File: src/rtl/gate_unit_scheduler.sv
// Round-robin scheduler sharing one AND/OR/NOT/BUF unit among NUM_REQ requesters.
// Optional per-requester grant counters when GATE_SCHED_STATS_EN is defined.
module gate_unit_scheduler #(
   parameter int NUM_REQ = 4,
   parameter int WIDTH   = 4
) (
   input  logic                       clk,
   input  logic                       rst_n,
   input  logic [NUM_REQ-1:0]         req,
   input  logic [2*NUM_REQ-1:0]       op,
   input  logic [WIDTH*NUM_REQ-1:0]   a,
   input  logic [WIDTH*NUM_REQ-1:0]   b,
   output logic [NUM_REQ-1:0]         gnt,
   output logic                       res_valid,
   output logic [WIDTH-1:0]           res_data,
   output logic [$clog2(NUM_REQ)-1:0] res_id
`ifdef GATE_SCHED_STATS_EN
   ,
   output logic [8*NUM_REQ-1:0]       grant_cnt
`endif
);

   localparam int IDW = $clog2(NUM_REQ);

   typedef enum logic [1:0] {IDLE, EXEC, RESP} state_t;

   state_t             state, state_d;
   logic [IDW-1:0]     rr_ptr;
   logic [IDW-1:0]     pick;
   logic [IDW-1:0]     sidx;
   logic               hit;
   logic [1:0]         cop;
   logic [WIDTH-1:0]   ca, cb, fres;
   logic [NUM_REQ-1:0] gnt_d;
   logic               rv_d;
   logic [WIDTH-1:0]   data_d;
   logic [IDW-1:0]     id_d;
   logic               take;

   // First requester after rr_ptr, wrapping modulo NUM_REQ
   always_comb begin
      hit  = 1'b0;
      pick = '0;
      sidx = '0;
      for (int k = 1; k <= NUM_REQ; k++) begin
         sidx = IDW'((int'(rr_ptr) + k) % NUM_REQ);
         if (!hit && req[sidx]) begin
            hit  = 1'b1;
            pick = sidx;
         end
      end
   end

   assign take = (state == IDLE) && hit;

   always_comb begin
      unique case (cop)
         2'b00:   fres = ca & cb;
         2'b01:   fres = ca | cb;
         2'b10:   fres = ~ca;
         default: fres = ca;
      endcase
   end

   always_comb begin
      state_d = state;
      unique case (state)
         IDLE:    if (hit) state_d = EXEC;
         EXEC:    state_d = RESP;
         RESP:    state_d = IDLE;
         default: state_d = IDLE;
      endcase
   end

   always_comb begin
      gnt_d  = '0;
      rv_d   = 1'b0;
      data_d = res_data;
      id_d   = res_id;
      if (take)
         gnt_d[pick] = 1'b1;
      if (state == EXEC) begin
         rv_d   = 1'b1;
         data_d = fres;
         id_d   = rr_ptr;
      end
   end

   always_ff @(posedge clk) begin
      if (!rst_n) begin
         state     <= IDLE;
         rr_ptr    <= IDW'(NUM_REQ - 1);
         gnt       <= '0;
         res_valid <= 1'b0;
         res_data  <= '0;
         res_id    <= '0;
         cop       <= '0;
         ca        <= '0;
         cb        <= '0;
      end else begin
         state     <= state_d;
         gnt       <= gnt_d;
         res_valid <= rv_d;
         res_data  <= data_d;
         res_id    <= id_d;
         // rr_ptr doubles as the owner id of the in-flight op
         if (take) begin
            rr_ptr <= pick;
            cop    <= op[2*pick +: 2];
            ca     <= a[WIDTH*pick +: WIDTH];
            cb     <= b[WIDTH*pick +: WIDTH];
         end
      end
   end

`ifdef GATE_SCHED_STATS_EN
   logic [7:0] cnt [NUM_REQ];

   always_ff @(posedge clk) begin
      if (!rst_n) begin
         for (int i = 0; i < NUM_REQ; i++)
            cnt[i] <= '0;
      end else if (take && cnt[pick] != 8'hFF) begin
         cnt[pick] <= cnt[pick] + 8'd1;
      end
   end

   for (genvar g = 0; g < NUM_REQ; g++) begin : g_cnt
      assign grant_cnt[8*g +: 8] = cnt[g];
   end
`endif

endmodule
File: config.mk
export PLATFORM = sky130hd
export DESIGN_NAME = gate_unit_scheduler
export DESIGN_NICKNAME = d
export VERILOG_FILES = /design/src/rtl/gate_unit_scheduler.sv
export SDC_FILE = /design/constraint.sdc
export NUM_CORES = 1
export LEC_CHECK = 0
export BUFFER_PORTS_ARGS = -buffer_cell sky130_fd_sc_hd__buf_2
export CAP_MARGIN = 10
export CELL_PAD_IN_SITES_DETAIL_PLACEMENT = 1
export CELL_PAD_IN_SITES_GLOBAL_PLACEMENT = 2
export CORE_UTILIZATION = 24
export CTS_CLUSTER_DIAMETER = 40
export DETAILED_ROUTE_END_ITERATION = 6
export PLACE_DENSITY = 0.85
export SLEW_MARGIN = 20
export SYNTH_ARGS = -nofsm -noshare
export SYNTH_HDL_FRONTEND = slang
export SYNTH_SLANG_ARGS = --single-unit
File: constraint.sdc
create_clock -name clk -period 1.71 [get_ports clk]
set_input_delay 0.4275 -clock clk [delete_from_list [all_inputs] [get_ports clk]]
set_output_delay 0.4275 -clock clk [all_outputs]
set_load 0.1 [all_outputs]
==> out/results.txt <==
At the end of routability-driven placement, the weighted congestion stood at 0.7624. The tools report the total CTS buffers as 3. The type of the most critical hold path was in2reg. For the number of antenna violations at the first check in global routing, the log shows 0. Root buffer cell: clkbuf_8.

The tool flagged a number of max-cap violations equal to 0. The run gives 1370 as the via count of the first global-routing pass. Post-synthesis sequential element count: 25. In this run the core area contains 27 standard-cell rows. The average instance in the mapped netlist occupies 9.209 um^2. Summed over all nets, wire length on met3 after detailed routing comes to 167 um.

After floorplanning, the core was sized to cover 5540 um^2. Number of antenna-violating nets in the routed design: 0. The run gives 0.4852 ns as the worst hold slack. STA classifies the critical path startpoint as a flip-flop. The total overflow left after global routing is 0.

The power per cell area is 951.7 nW/um^2. Once placement completed, the tool counted placed cells totaling 284. For this run, the detailed router's first-pass iteration total came to 4.

The clock arrives with 0.003396 ns of skew. For this run, design rule violations remaining after detail routing come to 0. The worst pin sits at a relative slew slack of 64.78%.

In this run the cell area of the synthesized design comes to 1381 um^2. Hold repair after CTS inserted 0 buffers. After layout, the worst path uses 99.60% of the clock period. Entering global routing, the biggest net connects 22 pins. For the level count of the clock H-tree, the log shows 1.

After the first detailed-routing iteration, the DRC count stood at 47. The peak per-stage delay on the critical path works out to 0.61 ns. TritonCTS built the clock tree. The tools report the worst setup path startpoint as rr_ptr[1]$_SDFFE_PN1P_.

The relative area change from synthesis to final layout was 44.20%. For the number of primary I/O pins, the log shows 57. Cell type of the slowest stage on the worst timing path: or4b_4.

The tools report the worst flop-to-flop path endpoint as ca[2]$_SDFFE_PN0P_. Across the VDD grid, the largest voltage drop is 306.7 uV. In the final layout, the share of cells above drive strength 1 is 48.18%. Number of warnings printed during yosys synthesis: 0. The origin of the critical flop-to-flop path is rr_ptr[1]$_SDFFE_PN1P_.

Setup repair after global routing could not meet its margin everywhere. The average routed wire per standard cell was 14.41 um. The run gives 0 as the final max-slew violation count. The run finished with clean final reports. Based on the critical path, the design can be clocked at up to 587.2 MHz. In this run the worst path has a maximum fanout of 6. The wire-length estimate of the detail-placed layout is 3144 um. The summed area of non-filler cells in the final layout was 1992 um^2. The logs give 1960 um for the routed length on met1 and 1.83 ns for the endpoint arrival time on the critical path. In this run the cell area measured after placement is 1826 um^2. The logs give 1.896 mW for the total power and 684 for the final-layout fill cell count. For the finished layout, the period the worst path requires is 1.703 ns. The finished layout holds 292 standard cells, fillers aside. The tools report the number of nets at the end of the flow as 267. Following the worst setup path forward leads to its endpoint at ca[2]$_SDFFE_PN0P_.

Measured along the x axis, the die boundary spans 77.87 um. Number of sinks on the clock net: 25. Routed signal wires occupy layers up through met4. The data required time of the worst path was 1.84 ns; the total wire length after detailed routing was 4207 um. After clock tree synthesis, the clock-pin slew on the worst setup and hold paths is 0.09 ns. The number of port buffers was 56. In the global route stage, overall resource usage came out at 13.80%. The area enclosed by the die boundary is 6063 um^2. The clock passes through at most 2 buffers. Counting every instance in the synthesized netlist gives 150. The standby leakage power is 0.9167 nW, and the setup violation total in the final timing report is 0.

The tools report the clock insertion delay at the later pin of the skew report as 0.27 ns. The actual slew at the worst max-slew pin came out at 0.5277 ns. The initial utilization of the core area, before any placement, comes to 24.93%. The type of element capturing the critical path is a flip-flop. The via count is 1398, and the flop-to-flop setup slack is 0.007 ns. Detailed routing placed a total of 2045 um of wire on met2. The signal on the critical path passes through nand2_2 -> and3b_2 -> or4b_4 -> a221oi_2 -> a211oi_1. The number of distinct library cells after synthesis was 29; the total inserted antenna cells was 0. The critical path is of the reg2reg type. The sequential cell area fraction in the yosys report was 36.23%. The die is 77.87 um tall. When the netlist entered floorplanning its net count stood at 196. The wire length of the first global-routing pass is 6610 um, and the detail-routed via count per cell is 4.788.

Counting cells, the worst reg-to-reg path comes to 5. The number of hold violations in the final report was 0.
==> logic make-up after synthesis <==
family / Yosys count / synth area share (%)
DFF: 25 / 36.23
muxes: 12 / 8.696
AOI/OAI and AO/OA: 52 / 29.98
buffers and inverters: 11 / 4.981
and+or+nand+nor: 50 / 20.11
==> how the worst min path moves through the flow <==
| stage | start | endpoint | slack [ns] | cells after the start |
|---|---|---|---|---|
| 2_1_floorplan | cop[0]$_SDFFE_PN0P_ | res_data[0]$_SDFFE_PN0P_ | 0.49 | 2 |
| 3_5_place_dp | res_data[2]$_SDFFE_PN0P_ | res_data[2]$_SDFFE_PN0P_ | 0.49 | 1 |
| 3_3_place_gp | res_data[2]$_SDFFE_PN0P_ | res_data[2]$_SDFFE_PN0P_ | 0.48 | 1 |
| 4_1_cts | rst_n | rr_ptr[1]$_SDFFE_PN1P_ | 0.50 | 2 |
| 6_report | a[15] | ca[3]$_SDFFE_PN0P_ | 0.49 | 3 |
| 5_1_grt | a[15] | ca[3]$_SDFFE_PN0P_ | 0.49 | 3 |
==> sequential cells by signal, indices dropped and copies added, names as in the netlist <==
name / flops
state: 2
ca: 4
res_valid: 1
cb: 4
rr_ptr: 2
gnt: 4
res_data: 4
res_id: 2
cop: 2
==> through the flow <==
step | setup TNS, ns | worst slack [ns] | utilization [%]
after floorplan | 0 | 0.02323 | -
after global placement | -1.473 | -0.1818 | 32.95
after detailed placement | -1.986 | -0.2353 | 32.95
after CTS | -0.002592 | -0.002592 | 34.39
after global routing | -0.1799 | -0.04406 | 35.95
final | 0 | 0.006906 | 35.95
==> placed cells by master (no fill, tap or decap), types with 2 or more instances in the layout <==
cell type	count
buf_2	56
dfxtp_1	23
o21ai_0	18
buf_4	18
mux2i_1	12
and3_1	10
nor2b_1	9
nand2_1	8
a221oi_2	8
a211oi_1	7
nor2_1	6
a21oi_1	4
and2_1	3
nand2b_1	3
a211oi_2	3
clkbuf_8	3
nor2_2	2
or4b_4	2
nand3_1	2
a21boi_0	2
a221oi_4	2
o2111ai_1	2
o211a_1	2
==> critical path: cells and delay by family (launching register included) <==
kind | cells | cell delay, ns
compound gates | 2 | 0.29
flops | 1 | 0.38
simple gates | 3 | 0.89
==> final cells by class <==
type | count | area [um^2] | share of cell area (%)
multi-input cells | 115 | 904.6 | 45.41
flip-flops and latches | 25 | 505.5 | 25.38
repair buffers | 76 | 446.7 | 22.42
well taps | 72 | 90.09 | 4.523
clock buffers | 4 | 45.04 | 2.261
==> synth_stat cells <==
cell / instances / area, um^2
nand2b_1: 3 / 18.77
a221oi_1: 1 / 8.760
a221oi_2: 9 / 135.1
o211ai_1: 1 / 7.510
a211oi_1: 10 / 75.07
nand3b_1: 1 / 7.510
nand3_1: 2 / 10.01
nor3_1: 1 / 5.000
nand2_2: 1 / 6.260
o21ai_0: 19 / 95.09
clkbuf_1: 6 / 22.52
nor2b_1: 9 / 56.30
o211a_1: 2 / 20.02
a21boi_0: 2 / 15.01
dfxtp_1: 25 / 500.5
and3_1: 11 / 68.82
and2_1: 3 / 18.77
mux2i_1: 12 / 120.1
nand2_1: 9 / 33.78
buf_6: 3 / 33.78
buf_4: 1 / 7.510
o2111ai_1: 2 / 17.52
a21o_2: 1 / 8.760
o21bai_2: 1 / 11.26
and3b_1: 1 / 8.760
nor2_1: 8 / 30.03
or4b_4: 1 / 13.76
a21oi_1: 4 / 20.02
buf_2: 1 / 5.000
==> power breakdown <==
part / switching (mW) / internal [mW]
clock network: 0.187 / 0.167
registers: 0.0608 / 0.662
logic: 0.502 / 0.317
==> layer usage <==
metal	GRT usage, %	vias to the layer above
li1	-	712
met1	18.16	650
met2	23.36	34
met3	1.412	2
met4	4.528	0
met5	0	-
==> what timing repair did <==
action	CTS	global route
cloned	1	0
setup buffers	0	3
setup endpoints to repair	10	10
endpoints found under the hold margin	0	0
gates resized for setup	7	12
pin swaps	2	12
No activity file was read; power rests on OpenSTA's default activity.
